==> src/rtl/can_pkg.sv <==
// Shared types and constants for the CAN frame transmitter and its CRC helper.
package can_pkg;

  typedef enum logic [4:0] {
    ST_IDLE,
    ST_SOF,
    ST_ID_A,
    ST_SRR,
    ST_IDE,
    ST_ID_B,
    ST_RTR,
    ST_R1,
    ST_R0,
    ST_DLC,
    ST_DATA,
    ST_CRC,
    ST_CRC_DEL,
    ST_ACK_SLOT,
    ST_ACK_DEL,
    ST_EOF,
    ST_IFS
  } tx_state_e;

  localparam logic [14:0] CRC15_POLY = 15'h4599;

  localparam int ID_A_LEN  = 11;
  localparam int ID_B_LEN  = 18;
  localparam int DLC_LEN   = 4;
  localparam int CRC_LEN   = 15;
  localparam int EOF_LEN   = 7;
  localparam int IFS_LEN   = 3;
  localparam int STUFF_RUN = 5;

  // The enum order above is relied on by these range helpers.
  function automatic logic is_stuffed(input tx_state_e s);
    return (s >= ST_SOF) && (s <= ST_CRC);
  endfunction

  function automatic logic in_crc_span(input tx_state_e s);
    return (s >= ST_SOF) && (s <= ST_DATA);
  endfunction

  function automatic logic is_arb_field(input tx_state_e s);
    return (s >= ST_ID_A) && (s <= ST_RTR);
  endfunction

endpackage

==> src/rtl/can_crc15.sv <==
// Serial CAN CRC-15 register: clear, shift-enable and one data bit per shift.
module can_crc15
  import can_pkg::*;
(
  input  logic        clk,
  input  logic        reset_n,
  input  logic        clr_i,
  input  logic        en_i,
  input  logic        bit_i,
  output logic [14:0] crc_o
);

  logic [14:0] crc_q;
  logic [14:0] crc_d;

  always_comb begin
    crc_d = crc_q;
    if (clr_i) begin
      crc_d = '0;
    end else if (en_i) begin
      crc_d = {crc_q[13:0], 1'b0} ^ ((bit_i ^ crc_q[14]) ? CRC15_POLY : 15'h0000);
    end
  end

  always_ff @(posedge clk or negedge reset_n) begin
    if (!reset_n) begin
      crc_q <= '0;
    end else begin
      crc_q <= crc_d;
    end
  end

  assign crc_o = crc_q;

endmodule

==> src/rtl/can_frame_tx.sv <==
// CAN 2.0A/2.0B frame transmitter: serialises one frame with stuffing and CRC-15,
// checking the bus at each sample point for arbitration loss, bit error and missing ACK.
module can_frame_tx
  import can_pkg::*;
#(
  parameter int MAX_BYTES = 8
) (
  input  logic        clk,
  input  logic        reset_n,
  input  logic        BIT_EN,
  input  logic        SP,
  input  logic        RX,
  input  logic        START,
  input  logic        IDE,
  input  logic        RTR,
  input  logic [28:0] IDF,
  input  logic [3:0]  DLC,
  input  logic [63:0] DATA,
  output logic        TX,
  output logic        BUSY,
  output logic        DONE,
  output logic        ARB_LOST,
  output logic        BIT_ERR,
  output logic        ACK_ERR,
  output logic        STF_BIT
);

  // Handshake: START is a one-clk request, taken only while BUSY=0; fields are
  // captured in that cycle and the frame owns the bus until BUSY falls.

  tx_state_e   state_q, state_d;
  logic [5:0]  cnt_q, cnt_d;
  logic [2:0]  run_q, run_d;
  logic        tx_q, tx_d;
  logic        stf_q, stf_d;
  logic        busy_q, busy_d;
  logic        done_q, done_d;
  logic        arb_q, arb_d;
  logic        bit_err_q, bit_err_d;
  logic        ack_err_q, ack_err_d;
  logic        ide_q, ide_d;
  logic        rtr_q, rtr_d;
  logic [28:0] idf_q, idf_d;
  logic [3:0]  dlc_q, dlc_d;
  logic [63:0] data_q, data_d;
  logic        no_data_q, no_data_d;
  logic [5:0]  dlast_q, dlast_d;

  logic        crc_clr;
  logic        crc_en;
  logic        crc_bit;
  logic [14:0] crc_val;

  logic [10:0] id_a;
  logic [3:0]  nb_clamped;
  tx_state_e   adv_state;
  logic [5:0]  adv_cnt;
  logic        adv_bit;
  logic        finish;

  can_crc15 u_crc (
    .clk    (clk),
    .reset_n(reset_n),
    .clr_i  (crc_clr),
    .en_i   (crc_en),
    .bit_i  (crc_bit),
    .crc_o  (crc_val)
  );

  assign id_a       = ide_q ? idf_q[28:18] : idf_q[10:0];
  assign nb_clamped = (DLC > 4'(MAX_BYTES)) ? 4'(MAX_BYTES) : DLC;

  // Next real (non-stuff) bit after the one currently on TX: its field, index and level.
  always_comb begin
    adv_state = state_q;
    adv_cnt   = cnt_q - 6'd1;
    adv_bit   = 1'b1;
    if (cnt_q == 6'd0) begin
      adv_cnt = 6'd0;
      case (state_q)
        ST_SOF:      begin adv_state = ST_ID_A; adv_cnt = 6'(ID_A_LEN - 1); end
        ST_ID_A:     adv_state = ide_q ? ST_SRR : ST_RTR;
        ST_SRR:      adv_state = ST_IDE;
        ST_IDE: begin
          if (ide_q) begin
            adv_state = ST_ID_B;
            adv_cnt   = 6'(ID_B_LEN - 1);
          end else begin
            adv_state = ST_R0;
          end
        end
        ST_ID_B:     adv_state = ST_RTR;
        ST_RTR:      adv_state = ide_q ? ST_R1 : ST_IDE;
        ST_R1:       adv_state = ST_R0;
        ST_R0:       begin adv_state = ST_DLC; adv_cnt = 6'(DLC_LEN - 1); end
        ST_DLC: begin
          if (no_data_q) begin
            adv_state = ST_CRC;
            adv_cnt   = 6'(CRC_LEN - 1);
          end else begin
            adv_state = ST_DATA;
            adv_cnt   = dlast_q;
          end
        end
        ST_DATA:     begin adv_state = ST_CRC; adv_cnt = 6'(CRC_LEN - 1); end
        ST_CRC:      adv_state = ST_CRC_DEL;
        ST_CRC_DEL:  adv_state = ST_ACK_SLOT;
        ST_ACK_SLOT: adv_state = ST_ACK_DEL;
        ST_ACK_DEL:  begin adv_state = ST_EOF; adv_cnt = 6'(EOF_LEN - 1); end
        ST_EOF:      begin adv_state = ST_IFS; adv_cnt = 6'(IFS_LEN - 1); end
        default:     adv_state = state_q;
      endcase
    end
    case (adv_state)
      ST_SOF:  adv_bit = 1'b0;
      ST_ID_A: adv_bit = id_a[adv_cnt[3:0]];
      ST_IDE:  adv_bit = ide_q;
      ST_ID_B: adv_bit = idf_q[adv_cnt[4:0]];
      ST_RTR:  adv_bit = rtr_q;
      ST_R1:   adv_bit = 1'b0;
      ST_R0:   adv_bit = 1'b0;
      ST_DLC:  adv_bit = dlc_q[adv_cnt[1:0]];
      ST_DATA: adv_bit = (state_q == ST_DATA) ? data_q[62] : data_q[63];
      ST_CRC:  adv_bit = crc_val[adv_cnt[3:0]];
      default: adv_bit = 1'b1;
    endcase
  end

  always_comb begin
    state_d   = state_q;
    cnt_d     = cnt_q;
    run_d     = run_q;
    tx_d      = tx_q;
    stf_d     = stf_q;
    busy_d    = busy_q;
    done_d    = 1'b0;
    arb_d     = 1'b0;
    bit_err_d = 1'b0;
    ack_err_d = 1'b0;
    ide_d     = ide_q;
    rtr_d     = rtr_q;
    idf_d     = idf_q;
    dlc_d     = dlc_q;
    data_d    = data_q;
    no_data_d = no_data_q;
    dlast_d   = dlast_q;
    crc_clr   = 1'b0;
    crc_en    = 1'b0;
    crc_bit   = 1'b0;
    finish    = 1'b0;

    if (!busy_q) begin
      if (START) begin
        busy_d    = 1'b1;
        ide_d     = IDE;
        rtr_d     = RTR;
        idf_d     = IDF;
        dlc_d     = DLC;
        data_d    = DATA;
        no_data_d = RTR || (nb_clamped == 4'd0);
        dlast_d   = {nb_clamped[2:0] - 3'd1, 3'b111};
        crc_clr   = 1'b1;
      end
    end else begin
      // Sample-point check uses the level already on TX, so it wins over a coincident BIT_EN.
      if (SP && (state_q != ST_IDLE)) begin
        if (is_arb_field(state_q)) begin
          if (tx_q && !RX) begin
            arb_d  = 1'b1;
            finish = 1'b1;
          end else if (!tx_q && RX) begin
            bit_err_d = 1'b1;
            finish    = 1'b1;
          end
        end else if (state_q == ST_ACK_SLOT) begin
          if (RX) begin
            ack_err_d = 1'b1;
            finish    = 1'b1;
          end
        end else if (state_q == ST_IFS) begin
          if (!RX) begin
            finish = 1'b1;
          end else if (cnt_q == 6'd0) begin
            done_d = 1'b1;
            finish = 1'b1;
          end
        end else if (RX != tx_q) begin
          bit_err_d = 1'b1;
          finish    = 1'b1;
        end
      end

      if (finish) begin
        state_d = ST_IDLE;
        busy_d  = 1'b0;
        tx_d    = 1'b1;
        stf_d   = 1'b0;
        cnt_d   = 6'd0;
        run_d   = 3'd0;
      end else if (BIT_EN) begin
        if (state_q == ST_IDLE) begin
          state_d = ST_SOF;
          cnt_d   = 6'd0;
          tx_d    = 1'b0;
          stf_d   = 1'b0;
          run_d   = 3'd1;
          crc_en  = 1'b1;
          crc_bit = 1'b0;
        end else if (is_stuffed(state_q) && (run_q == 3'(STUFF_RUN))) begin
          // Stuff bit: field position stays on the last real bit.
          tx_d  = ~tx_q;
          stf_d = 1'b1;
          run_d = 3'd1;
        end else begin
          state_d = adv_state;
          cnt_d   = adv_cnt;
          tx_d    = adv_bit;
          stf_d   = 1'b0;
          if ((adv_state == ST_DATA) && (state_q == ST_DATA)) begin
            data_d = {data_q[62:0], 1'b0};
          end
          if (in_crc_span(adv_state)) begin
            crc_en  = 1'b1;
            crc_bit = adv_bit;
          end
          if (is_stuffed(adv_state)) begin
            run_d = (adv_bit == tx_q) ? run_q + 3'd1 : 3'd1;
          end else begin
            run_d = 3'd0;
          end
        end
      end
    end
  end

  always_ff @(posedge clk or negedge reset_n) begin
    if (!reset_n) begin
      state_q   <= ST_IDLE;
      cnt_q     <= '0;
      run_q     <= '0;
      tx_q      <= 1'b1;
      stf_q     <= 1'b0;
      busy_q    <= 1'b0;
      done_q    <= 1'b0;
      arb_q     <= 1'b0;
      bit_err_q <= 1'b0;
      ack_err_q <= 1'b0;
      ide_q     <= 1'b0;
      rtr_q     <= 1'b0;
      idf_q     <= '0;
      dlc_q     <= '0;
      data_q    <= '0;
      no_data_q <= 1'b0;
      dlast_q   <= '0;
    end else begin
      state_q   <= state_d;
      cnt_q     <= cnt_d;
      run_q     <= run_d;
      tx_q      <= tx_d;
      stf_q     <= stf_d;
      busy_q    <= busy_d;
      done_q    <= done_d;
      arb_q     <= arb_d;
      bit_err_q <= bit_err_d;
      ack_err_q <= ack_err_d;
      ide_q     <= ide_d;
      rtr_q     <= rtr_d;
      idf_q     <= idf_d;
      dlc_q     <= dlc_d;
      data_q    <= data_d;
      no_data_q <= no_data_d;
      dlast_q   <= dlast_d;
    end
  end

  assign TX       = tx_q;
  assign BUSY     = busy_q;
  assign DONE     = done_q;
  assign ARB_LOST = arb_q;
  assign BIT_ERR  = bit_err_q;
  assign ACK_ERR  = ack_err_q;
  assign STF_BIT  = stf_q;

endmodule

==> config.mk <==
export PLATFORM = sky130hd
export DESIGN_NAME = can_frame_tx
export DESIGN_NICKNAME = d
export VERILOG_FILES = /design/src/rtl/can_pkg.sv /design/src/rtl/can_crc15.sv /design/src/rtl/can_frame_tx.sv
export SDC_FILE = /design/constraint.sdc
export NUM_CORES = 1
export LEC_CHECK = 0
export CELL_PAD_IN_SITES_DETAIL_PLACEMENT = 1
export CELL_PAD_IN_SITES_GLOBAL_PLACEMENT = 2
export CORE_ASPECT_RATIO = 1.5
export CORE_MARGIN = 2
export CORE_UTILIZATION = 37
export CTS_CLUSTER_DIAMETER = 150
export DETAILED_ROUTE_END_ITERATION = 6
export PLACE_DENSITY = 0.86
export REMOVE_ABC_BUFFERS = 1
export SYNTH_ARGS = -nofsm -noshare
export SYNTH_HDL_FRONTEND = slang
export SYNTH_SLANG_ARGS = --single-unit
==> constraint.sdc <==
create_clock -name clk -period 5.6 [get_ports clk]
set_input_delay 0.56 -clock clk [delete_from_list [all_inputs] [get_ports clk]]
set_output_delay 0.56 -clock clk [all_outputs]
set_load 0.03 [all_outputs]
==> impl_results.md, run 1 <==
- Clock root buffer: clkbuf_16
- Final count of hold timing violations: 0
- RSZ-0062 raised after global routing: false
- Core Rows: 65
- Routability congestion estimate from global placement: 0.8663
- Final design instance area without fill: 0.009779 mm^2
- # Max-Cap Violations: 0
- Part of the Yosys area used for sequential elements: 44.26%
- Critical register-to-register path endpoint: u_crc.crc_o[0]
- TritonCTS clock tree: done
- Area of the core: 0.02106 mm^2
- Worst Setup Slack post-DPL: 1001 ps
- Final-layout worst hold slack: 164.6 ps
- Max clock buf depth: 2
- Start of the worst register-to-register path: cnt_q[0]
- Reg power frac: 31.8%
- Most instantiated flip-flop cell in the synthesis netlist: dfrtp_1
- Number of buffers added by the clock tree synthesis step: 17
- Cells after synthesis: 876
- Cell with the largest stage delay on the worst path: a31oi_2
- Overall die width: ~120 um
- Total length of routed wires: 22,210 um
- Clock network latency to the later pin of the worst-skew pair: 440 ps
- Highest net fanout along the worst path: 16
- Post-cts hold buffer count: 0
- Sw Ratio: between 40% and 50%
- Area fraction in compound gates after synthesis: 16.20%
- Clk pin slew, worst setup/hold paths: approximately 60 ps
- First-pass GRT wire length: between 30,000 and 40,000 um
- Cell variety after synth: 79
- Cell Count Post-Placement: 1,201
- Reported leakage power: 4.312 nW
- Status: finished, final reports clean
- Part of the power in the clock network: 20.1%
- Slew Limit Fails: 0
- Simple-Gate Fraction of Synth Area: just over 20%
- Skew final: 11.39 ps
- Adder-cell area share of the yosys netlist: less than 1%
- Share of flip-flops with an asynchronous set or reset after synthesis: 100.0%
- Die Outline Area: ~0.023 mm^2
- Largest family of logic cells by synthesized area: simple AND/OR/NAND/NOR gates
- Number of routed nets with antenna violations: 0
- Remaining global-route overflow: 0
- Post-synthesis instance area: 0.007919 mm^2
- Initial antenna violation count: 0
- Worst Hold Class: input port to async pin
- Average routed wire per standard cell: 18.01 um
- Cell family with most CP delay: compound AO/OA/AOI/OAI gates
- Sum of internal, switching and leakage power: 5.677 mW
- Number of buffers and inverters on the critical path: 1
- Via density per instance: 5.464
- Final critical path time including I/O delays and setup: 4649 ps
- FF-to-FF path depth: 12
- Total cell area at the placement stage: 0.009191 mm^2
- Starting density of the core: 37.59%
- R2R Setup Slk: 950 ps
- Non-filler instance count after layout: 1,233
- Post-route fraction of the period consumed by the critical path: roughly 83%
- Top library cells by usage in the layout, fill and taps aside: nand2_1 (150), dfrtp_1 (138), clkdlybuf4s50_1 (110), nor2_1 (90), mux2i_1 (77)
- Multiplexer share of the synthesized area: 11.58%
- Total routing resource utilization after global routing: 20.75%
- I/O pin cnt: 112
- Worst Setup EP: u_crc.crc_o[0]
- Total of buffers placed on input and output ports: 111
- Least-Margin Pin Slew: 1123 ps
- Sequence of cells on the critical path: inv_1 -> ha_1 -> nor3b_2 -> a21boi_0 -> a31oi_2 -> mux4_2 -> nand3_1 -> o41ai_1 -> o211a_1 -> nor4_4 -> nor2_2 -> a221o_1
- Post-detailed-placement half-perimeter wirelength: 15,520 um
- XOR/XNOR Fraction of Synth Area: 2.086%
- Setup Viol. Count Final: 0
- Number of storage elements in the synthesis netlist: 140
- TritonCTS Sinks: 140
- Cell Int Power: roughly 3.2 mW
- # H-tree levels: 4
- Layout cell share with drive strength beyond 1: 8.083%
- CP peak stage delay: roughly 850 ps
- Max rail drop VDD: 0.2669 mV
- Crit path arrival time: 4960 ps
- Type of the worst setup path: flip-flop to flip-flop
- # Post-CTS Setup Buffers: 0
- Worst setup slack after layout: roughly 950 ps
- Detailed Route Iter0 Violations: 243
- DRC viols: 0
- Count of cells resized by post-cts repair: 0
- Most common cell after layout, fill and taps aside: nand2_1
- Fmax: approximately 220 MHz
- Synthesis Warnings: 0
- First-pass DRT Iterations: 4
- Number of stages on the worst setup path: 12
- Mean Syn Cell Area: 9.040 um^2
- Number of global-route vias before repair: 7,126
- Data required time of the worst path: 5910 ps
- Net count reported at finish: 1,063
- First element of the critical path: cnt_q[0]
- Count of flip-flops with a built-in enable after synthesis: 0
- Combinational cell fraction of total power: approximately half
- Die height: 183.2 um
- Area added between synthesis and finish: 23.50%
- Pin count of the biggest net entering global routing: approximately 130
- Worst setup EP type: flip-flop
- Setup TNS: 0 ps
- Areal power density over the cells: 580.5 mW/mm^2
- Startpoint class of the critical path: flip-flop
- Final design utilization: a little under half
- Tightest slew margin relative to the limit: 25.11%
- Total via count in the routed design: between 6,000 and 7,000
- Net switching power figure: ~2.5 mW
- Number of antenna diodes: 0
worst register-to-register path: cells and delay by family, from the launching register on:
kind / cells / cell delay, ps
mux: 1 / 600
compound gates: 5 / 1870
buf+inv: 1 / 100
flops: 1 / 430
fa+ha+maj: 1 / 410
simple gates: 4 / 1130
layout make-up:
type | count | area, um^2
multi-input combinational | 650 | 4073
fill | 2407 | 11280
timing repair buffer | 119 | 1185
tap | 268 | 335.3
inverter | 24 | 90.09
sequential | 140 | 3508
clock buffer | 18 | 439.2
clock inverter | 14 | 148.9
worst min path at each step:
stage | from | endpoint | slack [ps] | cells past startpoint
global placement | idf_q[17] | idf_q[17] | 460 | 2
global route | reset_n | rtr_q | 240 | 1
floorplan | reset_n | ACK_ERR | 260 | 0
finish | reset_n | rtr_q | 160 | 1
detailed placement | dlast_q[3] | dlast_q[3] | 480 | 2
CTS | reset_n | rtr_q | 230 | 1
synthesized netlist by cell type (9+ instances only):
master / number / area [um^2]
buf_2: 10 / 50.05
o211ai_1: 9 / 67.56
nor4_1: 10 / 62.56
a21oi_1: 76 / 380.4
inv_1: 24 / 90.09
nor3_1: 13 / 65.06
nand2_1: 150 / 563.0
nand3_1: 25 / 125.1
o21ai_0: 49 / 245.2
dfrtp_1: 139 / 3478
nor2_1: 90 / 337.8
mux2i_1: 77 / 770.7
clkbuf_1: 41 / 153.9
state kept, by name, indices dropped and copies added, names as in the netlist, 3 cells and up:
register and flops:
u_crc.crc_o 15, run_q 3, dlc_q 4, dlast_q 4
idf_q 29, data_q 64, state_q 5, cnt_q 6
power groups by stage:
| stage | clock network (mW) | logic, mW | registers [mW] |
|---|---|---|---|
| final | 1.14 | 2.73 | 1.81 |
| after global routing | 1.20 | 3.04 | 1.87 |
| after CTS | 1.16 | 2.75 | 1.81 |
| after detailed placement | 0 | 2.73 | 1.83 |
| after global placement | 0 | 2.67 | 1.81 |
| after floorplan | 0 | 1.98 | 1.80 |
kinds of logic after synthesis:
logic type      Yosys count
simple gates            348
compound gates          200
flops                   140
buf+inv                  86
mux                      85
xor+xnor                 11
fa+ha+maj                 6
metal layers:
layer | vias up | wire [um] | global-route usage [%]
met5 | - | 0 | 0
met4 | 0 | 401 | 5.955
met3 | 28 | 1164 | 5.970
met2 | 133 | 11660 | 36.46
met1 | 3332 | 8982 | 24.25
li1 | 3244 | - | -
(Power assumes the default switching activity.)
==> inputs of run 2 (changes only) <==
CORE_UTILIZATION = 31   (was 37)
PLACE_DENSITY = 0.76   (was 0.86)
clock period = 4.2 ns   (was 5.6 ns; I/O delays follow)
==> impl_results.md, run 2 (synthesized netlist as in run 1, its figures left out) <==
- Status: finished, final reports clean
- Areal power density over the cells: 780.4 mW/mm^2
- Worst setup slack after layout: 205.5 ps
- Total cell area at the placement stage: 0.009584 mm^2
- Max clock buf depth: 2
- Final count of hold timing violations: 0
- Routability congestion estimate from global placement: 0.8478
- Slew Limit Fails: 0
- Post-cts hold buffer count: 0
- Total of buffers placed on input and output ports: 111
- Setup TNS: 0 ps
- Via density per instance: between 5 and 6
- Post-route fraction of the period consumed by the critical path: 95.11%
- Most common cell after layout, fill and taps aside: nand2_1
- Largest reg by FF count: data_q
- I/O pin cnt: 112
- Worst Setup EP: run_q[0]
- Layout cell share with drive strength beyond 1: 10.83%
- R2R Setup Slk: 210 ps
- Core Rows: 71
- Overall die width: about 130 um
- Pin count of the biggest net entering global routing: 74
- Final critical path time including I/O delays and setup: 3995 ps
- Setup Viol. Count Final: 0
- Number of antenna diodes: 0
- Number of global-route vias before repair: roughly 7,500
- Total via count in the routed design: between 6,000 and 7,000
- Area added between synthesis and finish: 28.91%
- Detailed Route Iter0 Violations: 292
- # H-tree levels: 4
- Final design instance area without fill: around 0.01 mm^2
- Initial antenna violation count: 0
- Worst Hold Class: input port to async pin
- First-pass GRT wire length: 38,990 um
- Net count reported at finish: approximately 1,100
- Non-filler instance count after layout: 1,325
- Data required time of the worst path: between 4000 and 5000 ps
- Skew final: 10.20 ps
- Worst setup EP type: flip-flop
- Crit path arrival time: roughly 4300 ps
- Type of the worst setup path: flip-flop to flip-flop
- Reported leakage power: around 4.5 nW
- Flip-flop count of the largest register, all copies and words added: 64
- Number of buffers added by the clock tree synthesis step: 17
- Number of routed nets with antenna violations: 0
- Tightest slew margin relative to the limit: about 18%
- Total routing resource utilization after global routing: 18.45%
- Fillers: ~2,900
- Die Outline Area: around 0.027 mm^2
- Clock network latency to the later pin of the worst-skew pair: 430 ps
- Fmax: 250.3 MHz
- Cell Count Post-Placement: 1,296
- Average routed wire per standard cell: 17.76 um
- # Post-CTS Setup Buffers: 0
- Startpoint class of the critical path: flip-flop
- Top library cells by usage in the layout, fill and taps aside: nand2_1 (150), dfrtp_1 (138), clkdlybuf4s50_1 (110), nor2_1 (90), mux2i_1 (77)
- Final-layout worst hold slack: just over 10 ps
- Clk pin slew, worst setup/hold paths: 60 ps
- TritonCTS Sinks: between 100 and 150
- Area of the core: around 0.025 mm^2
- DRC viols: 0
- Post-detailed-placement half-perimeter wirelength: 17,200 um
- # Max-Cap Violations: 0
- Worst Setup Slack post-DPL: 135.4 ps
- TritonCTS clock tree: done
- Start of the worst register-to-register path: state_q[3]
- Highest net fanout along the worst path: 11
- Least-Margin Pin Slew: 1235 ps
- Starting density of the core: approximately a third
- Max rail drop VDD: 0.3331 mV
- First-pass DRT Iterations: 4
- Remaining global-route overflow: 0
- First element of the critical path: state_q[3]
- Clock root buffer: clkbuf_16
- Count of cells resized by post-cts repair: 0
- FF-to-FF path depth: 12
- Total length of routed wires: 23,530 um
- Die height: 199.7 um
- Critical register-to-register path endpoint: run_q[0]
## run 2: changes by cell type in the layout (fill, tap and decap cells not counted), moves of 2 or more
cell	change
buf_4	+31
clkbuf_1	+2
inv_8	-2
buf_12	+4
clkinv_4	-2
clkbuf_8	+2
inv_6	-5
bufinv_16	+3
## run 2: worst min-delay path by stage
| stage | endpoint | cells past startpoint |
|---|---|---|
| after floorplan | ACK_ERR | 0 |
| after detailed placement | dlc_q[1] | 2 |
| after global placement | idf_q[17] | 2 |
| after global routing | rtr_q | 1 |
| final | rtr_q | 1 |
| after CTS | rtr_q | 1 |
## run 2: area by class of cell
cell class / instances / area, um^2 / area share [%]
Sequential cell: 140 / 3508 / 34.37
Clock buffer: 22 / 474.2 / 4.645
Timing Repair Buffer: 154 / 1498 / 14.67
Clock inverter: 7 / 138.9 / 1.360
Inverter: 24 / 90.09 / 0.8825
Tap cell: 328 / 410.4 / 4.020
Multi-Input combinational cell: 650 / 4089 / 40.05
## run 2: power by group
group          total [mW]  switching, mW  internal, mW  leakage (nW)
clock                1.61          0.574          1.03         0.302
combinational        3.99           2.22          1.78          2.59
sequential           2.37          0.471          1.90          1.63
## run 2: metal layers
layer	GRT usage, %	up-vias	share of wire [%]
li1	-	3299	-
met1	20.26	3352	40
met2	34.45	117	53
met3	4.722	26	4.5
met4	6.121	0	1.9
met5	0	-	0
## run 2: worst max-delay path: stages, from the launching register on
cell	delay, ps
dfrtp_1	480
nand3b_1	200
a211o_1	350
a2111o_1	500
nand2_1	280
mux4_2	550
a311o_1	350
o211a_1	150
nor4_4	240
buf_4	200
xnor2_1	160
a211oi_2	110
a221o_1	280
## run 2: through the flow
| stage | util (%) | total power, mW |
|---|---|---|
| final | 40.61 | 7.966 |
| after detailed placement | 38.12 | 6.398 |
| after global routing | 40.61 | 8.617 |
| after floorplan | - | 5.043 |
| after global placement | 38.12 | 6.308 |
| after CTS | 40.56 | 8.060 |
